===== config.mk =====
export PLATFORM = sky130hd
export DESIGN_NAME = dff_pipe_set_en_rst
export DESIGN_NICKNAME = d
export VERILOG_FILES = /design/src/rtl/dff_pipe_set_en_rst.sv
export SDC_FILE = /design/constraint.sdc
export NUM_CORES = 1
export LEC_CHECK = 0
export CAP_MARGIN = 30
export CORE_AREA = 5 5 42 44
export DETAILED_ROUTE_END_ITERATION = 8
export DIE_AREA = 0 0 47 49
export GPL_TIMING_DRIVEN = 1
export SLEW_MARGIN = 40
export SYNTH_ARGS = -nofsm -noshare
export SYNTH_HDL_FRONTEND = slang
export SYNTH_SLANG_ARGS = --single-unit

===== constraint.sdc =====
create_clock -name clk -period 0.95 [get_ports clk]
set_clock_uncertainty 0.15 [all_clocks]
set_input_delay 0.1425 -clock clk [delete_from_list [all_inputs] [get_ports clk]]
set_output_delay 0.1425 -clock clk [all_outputs]
set_load 0.05 [all_outputs]

===== src/rtl/dff_pipe_set_en_rst.sv =====
`default_nettype none
// ============================================================================
// Module   : dff_pipe_set_en_rst
// Brief    : WIDTH x DEPTH stall-able flop pipeline with per-stage valid,
//            global advance enable, stage-0 OR-set mask, flush (clr) and
//            per-stage tap outputs. Optional occupancy counter output 'occ'
//            is built when macro DFF_PIPE_OCCUPANCY_EN is defined.
// Revision : 1.0 - initial release
// ============================================================================
module dff_pipe_set_en_rst #(
    parameter int               WIDTH       = 1,
    parameter int               DEPTH       = 2,
    parameter logic [WIDTH-1:0] RESET_VALUE = {WIDTH{1'b0}}
) (
    input  logic                     clk,
    input  logic                     rst,
    input  logic                     clr,
    input  logic                     en,
    input  logic [WIDTH-1:0]         d,
    input  logic                     vld_in,
    input  logic [WIDTH-1:0]         set_mask,
    output logic [WIDTH-1:0]         q,
    output logic                     q_vld,
    output logic [WIDTH*DEPTH-1:0]   taps,
    output logic [DEPTH-1:0]         taps_vld
`ifdef DFF_PIPE_OCCUPANCY_EN
    ,
    output logic [$clog2(DEPTH+1)-1:0] occ
`endif
);

    // Stage storage; index 0 is the entry stage, DEPTH-1 drives q.
    logic [DEPTH-1:0][WIDTH-1:0] stage_q;
    logic [DEPTH-1:0][WIDTH-1:0] stage_d;
    logic [DEPTH-1:0]            vld_q;
    logic [DEPTH-1:0]            vld_d;

    // Next-state: flush, shift on en, otherwise hold with set_mask OR-ed into stage 0.
    always_comb begin
        stage_d = stage_q;
        vld_d   = vld_q;
        if (clr) begin
            for (int i = 0; i < DEPTH; i++) begin
                stage_d[i] = RESET_VALUE;
            end
            vld_d = '0;
        end else if (en) begin
            stage_d[0] = d | set_mask;
            vld_d[0]   = vld_in;
            for (int i = 1; i < DEPTH; i++) begin
                stage_d[i] = stage_q[i-1];
                vld_d[i]   = vld_q[i-1];
            end
        end else begin
            // Set mask wins over a stall but leaves the valid bit alone.
            stage_d[0] = stage_q[0] | set_mask;
        end
    end

    // Stage and valid registers with synchronous reset.
    always_ff @(posedge clk) begin
        if (rst) begin
            for (int i = 0; i < DEPTH; i++) begin
                stage_q[i] <= RESET_VALUE;
            end
            vld_q <= '0;
        end else begin
            stage_q <= stage_d;
            vld_q   <= vld_d;
        end
    end

    // Flatten the stages onto the tap bus, stage i at [i*WIDTH +: WIDTH].
    for (genvar gi = 0; gi < DEPTH; gi++) begin : g_taps
        assign taps[gi*WIDTH +: WIDTH] = stage_q[gi];
    end

    assign taps_vld = vld_q;
    assign q        = stage_q[DEPTH-1];
    assign q_vld    = vld_q[DEPTH-1];

`ifdef DFF_PIPE_OCCUPANCY_EN
    localparam int OCC_W = $clog2(DEPTH+1);

    logic [OCC_W-1:0] occ_q;
    logic [OCC_W-1:0] occ_d;

    // Occupancy tracks entries in minus entries out; range 0..DEPTH never wraps.
    always_comb begin
        occ_d = occ_q;
        if (clr) begin
            occ_d = '0;
        end else if (en) begin
            occ_d = occ_q + OCC_W'(vld_in) - OCC_W'(vld_q[DEPTH-1]);
        end
    end

    // Occupancy register with synchronous reset.
    always_ff @(posedge clk) begin
        if (rst) begin
            occ_q <= '0;
        end else begin
            occ_q <= occ_d;
        end
    end

    assign occ = occ_q;
`endif

endmodule
`default_nettype wire


==> impl_metrics.env, run 1 <==
export IMPL_status="finished with violations"
export IMPL_violations="setup timing"
export IMPL_crit_end="q"
export IMPL_layout_drive_gt1_share_pct=51.7
export IMPL_numCtsBuffers=3
export IMPL_gp_congestion=0.546
export IMPL_final_setup_viol_count=6
export IMPL_crit_type="register to output port"
export IMPL_port_buffers=12
export IMPL_viasPerCell=3.51
export IMPL_core_area_um2=1400
export IMPL_r2r_end="taps_vld[1]$_SDFFE_PP0P_"
export IMPL_mostFrequentLayoutCells="6 x buf_12, 5 x clkdlybuf4s50_1, 4 x mux2i_1"
export IMPL_yosysWarnings=0
export IMPL_die_w_um=47
export IMPL_maxCapViolations=0
export IMPL_hold_ws_ps=311
export IMPL_finalCriticalPeriod_ps=1040
export IMPL_syn_nets=23
export IMPL_met1Wirelength_um=118
export IMPL_rrSetupSlack_ps=50
export IMPL_synthMuxAreaShare_pct=23.4
export IMPL_cp_data_required_time_ps=660
export IMPL_synthXorXnorAreaFrac_pct=0
export IMPL_critPathSlowestCell="dfxtp_4"
export IMPL_rsz0062_at_grt="true"
export IMPL_grt_pass1_wl_um=558
export IMPL_fin_tns_setup_ps=-459
export IMPL_maxSlewHeadroom_pct=85.4
export IMPL_wl_met3_um=86
export IMPL_cp_arrival_ps=740
export IMPL_period_share_pct=109
export IMPL_die_h_um=49
export IMPL_firstDrtPassIters=1
export IMPL_leakage_nw=0.160
export IMPL_grt_pass1_vias=146
export IMPL_synth_compound_area_share_pct=7.30
export IMPL_clock_fmax_mhz=966
export IMPL_powerDensity_nw_per_um2=1230
export IMPL_final_net_count=38
export IMPL_dr_first_iter_drc_count=0
export IMPL_irDropWorstVdd_uv=382
export IMPL_synth_cell_area_um2=171
export IMPL_cp_num_buf_inv=1
export IMPL_crit_cells=1
export IMPL_yosysSeqAreaShare_pct=46.7
export IMPL_drv_slew=0
export IMPL_postLayoutCoreUtil_pct=27.9
export IMPL_synth_fa_ha_area_share_pct=0
export IMPL_path_cells="buf_12"
export IMPL_cts_hold_buf=0
export IMPL_crit_fanout=3
export IMPL_dpl_hpwl_um=328
export IMPL_start_kind="register"
export IMPL_place_ws_ps=-409
export IMPL_syn_avg_cell_area_um2=10.7
export IMPL_r2r_start="taps_vld[0]$_SDFFE_PP0P_"
export IMPL_fin_total_pwr_uw=479
export IMPL_critPathTopFamily="flip-flops"
export IMPL_htree_levels=1
export IMPL_initial_core_util_pct=12.2
export IMPL_yosys_area_share_simple_pct=8.76
export IMPL_remaining_drc_errors=0
export IMPL_postSynthCellCount=16
export IMPL_ant_nets=0
export IMPL_tightestPinTransition_ps=219
export IMPL_grt_max_degree=5
export IMPL_slowest_delay_ps=370
export IMPL_num_vias=158
export IMPL_n_antenna_cell=0
export IMPL_rows=14
export IMPL_layout_commonest_cell="buf_12"
export IMPL_cts_clk_slew_worst_paths_ps=40
export IMPL_cts_max_path_buffers=2
export IMPL_hold_viol_final=0
export IMPL_syn2layout_area_growth_pct=128
export IMPL_synth_seq_cells=4
export IMPL_die_area_um2=2300
export IMPL_r2r_cells=3
export IMPL_grt_usage_pct=4.36
export IMPL_cts_tree="done"
export IMPL_fin_ws_ps=-85.6
export IMPL_wl_per_cell_um=8.76
export IMPL_grt_antenna_before_repair=0
export IMPL_end_kind="output port"
export IMPL_crit_start="q$_SDFFE_PP0P_"
export IMPL_synth_top_family_by_area="multiplexers"
export IMPL_synthDistinctLibCells=7
export IMPL_clkLatencyLatePin_ps=240
export IMPL_drt_wl_total_um=394
export IMPL_pin_count=13
export IMPL_wl_met2_um=166
export IMPL_root_buffer="clkbuf_4"
export IMPL_hold_class="input pin to register"
export IMPL_top_layer_used="met4"
export IMPL_grt_overflow_total=0
export IMPL_numClockSinks=4
[worst min-delay path by stage]
stage | start | end | slack (ps) | cells after the start
finish | set_mask | taps[0]$_SDFF_PP0_ | 310 | 3
detailed placement | taps[0]$_SDFF_PP0_ | q$_SDFFE_PP0P_ | 410 | 2
global route | set_mask | taps[0]$_SDFF_PP0_ | 320 | 3
CTS | set_mask | taps[0]$_SDFF_PP0_ | 320 | 3
global placement | taps_vld[0]$_SDFFE_PP0P_ | taps_vld[0]$_SDFFE_PP0P_ | 400 | 2
floorplan | rst | taps[0]$_SDFF_PP0_ | 50 | 1
[cell usage after synthesis (all sizes together)]
cell / count / area [um^2]
buf: 2 / 15.0
nor3: 3 / 15.0
dfxtp: 4 / 80.1
mux2i: 4 / 40.0
clkbuf: 1 / 5.00
inv: 1 / 3.75
a211oi: 1 / 12.5
[cells by family after synthesis]
logic type	count (synthesis)
AOI/OAI and AO/OA	1
buffers and inverters	4
DFF	4
muxes	4
and+or+nand+nor	3
[worst reg2reg max path, cell delays in order (launching register included)]
cell     delay, ps
dfxtp_2        320
buf_4          130
mux2i_1        130
nor3_1          50
[metal layers]
| metal | GRT usage [%] | up-vias |
|---|---|---|
| met1 | 3.29 | 62 |
| met3 | 2.95 | 3 |
| met2 | 4.07 | 13 |
| met5 | 0 | - |
| li1 | - | 80 |
| met4 | 9.68 | 0 |
[sequential cells by signal (all words and copies together), names as in the netlist]
name and flops:
q 1, taps 1, taps_vld 2
[final cells by class]
cell class / instances / area [um^2]
Timing Repair Buffer: 13 / 186
Clock buffer: 3 / 22.5
Inverter: 1 / 3.75
Sequential cell: 4 / 90.1
Multi-Input combinational cell: 8 / 67.6
Fill cell: 152 / 1010
Tap cell: 16 / 20.0
[stage by stage]
| stage | instances | instance area (um^2) |
|---|---|---|
| 2_1_floorplan | 16 | 181 |
| 3_3_place_gp | 41 | 362 |
| 3_5_place_dp | 41 | 362 |
| 4_1_cts | 45 | 390 |
| 5_1_grt | 45 | 390 |
| 6_report | 45 | 390 |
[timing repair]
action                     in CTS  in global routing
setup buffers                   1                  0
setup endpoints to repair      10                  7
gates resized for setup         1                  0
pin swaps                       0                  0
hold endpoints to repair        0                  0
[report_power, final]
part	switching (mW)	internal, mW	leakage (nW)
Clock	0.0723	0.141	0.0138
Sequential	0.00580	0.170	0.0349
Combinational	0.0383	0.0518	0.111
Power figures use the tool's default switching activity.
==> run 2: changes to the inputs <==
- CORE_AREA: 5 5 42 44 -> 3 3 40 42
- DIE_AREA: 0 0 47 49 -> 0 0 43 45
==> run 2 against run 1 <==
Effect of this change:
- combinational power grew 7.7%
- sequential share of layout area is 0.31 points lower
- critical path type unchanged
- the run still ends with setup timing left
- wire length up 18%
- largest cell class unchanged
- final area up 4.2%
==> impl_metrics.env, run 2 (synthesis gave the netlist of run 1 again) <==
export IMPL_status="finished with violations"
export IMPL_violations="setup timing"
export IMPL_htree_levels=1
export IMPL_hold_start="set_mask"
export IMPL_hold_class="input pin to register"
export IMPL_maxSlewHeadroom_pct=85.0
export IMPL_numCtsBuffers=3
export IMPL_dr_first_iter_drc_count=3
export IMPL_layout_commonest_cell="buf_12"
export IMPL_rsz0062_at_grt="true"
export IMPL_grt_pass1_vias=195
export IMPL_end_kind="output port"
export IMPL_grt_util_met1_pct=4.82
export IMPL_min_path_cells=3
export IMPL_cts_clk_slew_worst_paths_ps=40
export IMPL_root_buffer="clkbuf_4"
export IMPL_final_setup_viol_count=7
export IMPL_r2r_end="taps[0]$_SDFF_PP0_"
export IMPL_crit_type="register to output port"
export IMPL_die_w_um=43
export IMPL_dpl_cell_area_um2=360
export IMPL_clock_fmax_mhz=970
export IMPL_final_net_count=39
export IMPL_largest_reg_flops=2
export IMPL_cp_arrival_ps=740
export IMPL_path_cells="buf_12"
export IMPL_slowest_delay_ps=370
export IMPL_p_sw_uw=111
export IMPL_n_antenna_cell=0
export IMPL_initial_core_util_pct=13.3
export IMPL_cts_max_path_buffers=2
export IMPL_postLayoutCoreUtil_pct=31.6
export IMPL_grt_pass1_wl_um=717
export IMPL_p_clk_share_pct=43.2
export IMPL_port_buffers=12
export IMPL_maxCapViolations=0
export IMPL_finalNonFillerCells=45
export IMPL_grt_antenna_before_repair=0
export IMPL_hold_viol_final=0
export IMPL_die_h_um=45
export IMPL_syn2layout_area_growth_pct=137
export IMPL_place_ws_ps=-406
export IMPL_critPathSlowestCell="dfxtp_4"
export IMPL_leakage_nw=0.167
export IMPL_layout_drive_gt1_share_pct=53.3
export IMPL_core_area_um2=1280
export IMPL_viasPerCell=3.71
export IMPL_grt_overflow_total=0
export IMPL_gp_congestion=0.700
export IMPL_clkLatencyLatePin_ps=230
export IMPL_min_to="taps[0]$_SDFF_PP0_"
export IMPL_critPathTopFamily="flip-flops"
export IMPL_firstDrtPassIters=2
export IMPL_remaining_drc_errors=0
export IMPL_fin_tns_setup_ps=-450
export IMPL_start_kind="register"
export IMPL_irDropWorstVdd_uv=390
export IMPL_swShare_pct=23.3
export IMPL_met3_usage_pct=2.79
export IMPL_drt_wl_total_um=463
export IMPL_grt_use_met2_pct=8.38
export IMPL_fin_ws_ps=-80.6
export IMPL_r2r_start="taps[0]$_SDFF_PP0_"
export IMPL_cp_num_buf_inv=1
export IMPL_drv_slew=0
export IMPL_p_seq_share_pct=36.5
export IMPL_cts_tree="done"
export IMPL_cp_data_required_time_ps=660
export IMPL_p_comb_share_pct=20.3
export IMPL_tightestPinTransition_ps=225
export IMPL_num_vias=167
export IMPL_fin_total_pwr_uw=476
export IMPL_finalCriticalPeriod_ps=1030
export IMPL_wl_per_cell_um=10.3
export IMPL_mostFrequentLayoutCells="6 x buf_12, 5 x clkdlybuf4s50_1, 4 x mux2i_1"
export IMPL_period_share_pct=108
export IMPL_crit_fanout=3
export IMPL_pin_count=13
export IMPL_grt_max_degree=5
export IMPL_rows=13
export IMPL_final_area_um2=407
export IMPL_p_int_uw=365
export IMPL_r2r_cells=3
export IMPL_grt_busiest_layer="met2"
export IMPL_numClockSinks=4
export IMPL_powerDensity_nw_per_um2=1170
export IMPL_die_area_um2=1940
export IMPL_grt_usage_pct=5.58
export IMPL_rrSetupSlack_ps=-10
export IMPL_placed_cells=40
export IMPL_hold_ws_ps=330
export IMPL_ant_nets=0
-- run 2: cell types whose count changed in the layout (fill, tap and decap cells not counted), sizes merged --
cell | before | now
buf | 7 | 8
-- run 2: how the worst max path moves through the flow --
stage / start / end / slack, ps / cells past startpoint
after floorplan: taps[0]$_SDFF_PP0_ / taps[0]$_SDFF_PP0_ / -90 / 2
after global placement: en / taps[0]$_SDFF_PP0_ / -370 / 3
after detailed placement: en / taps[0]$_SDFF_PP0_ / -410 / 3
after CTS: q$_SDFFE_PP0P_ / taps[1] / -90 / 1
after global routing: taps_vld[1]$_SDFFE_PP0P_ / taps_vld[1] / -100 / 1
final: q$_SDFFE_PP0P_ / taps[1] / -80 / 1
-- run 2: timing repair --
item,CTS,global route
pin swaps,0,2
setup buffers,2,0
setup endpoints to repair,10,9
endpoints found under the hold margin,0,0
hold buffers,0,0
gates resized for setup,2,2
-- run 2: layer usage --
| metal | vias to the layer above | wire [um] |
|---|---|---|
| li1 | 82 | - |
| met1 | 73 | 188 |
| met2 | 12 | 223 |
| met3 | 0 | 51 |
| met4 | 0 | 0 |
| met5 | - | 0 |
-- run 2: power groups by stage --
stage                     clock, mW  sequential (mW)  combinational [mW]
after CTS                     0.214            0.173              0.0958
after floorplan                   0            0.192              0.0229
after detailed placement          0            0.179              0.0910
final                         0.206            0.174              0.0969
after global placement            0            0.179              0.0892
after global routing          0.217            0.174               0.101
-- run 2: area by class of cell --
| type | count | area (um^2) |
|---|---|---|
| fillers | 127 | 878 |
| clock buffers | 3 | 22.5 |
| inverters | 1 | 3.75 |
| well taps | 15 | 18.8 |
| multi-input cells | 8 | 67.6 |
| flip-flops and latches | 4 | 92.6 |
| repair buffers | 14 | 201 |
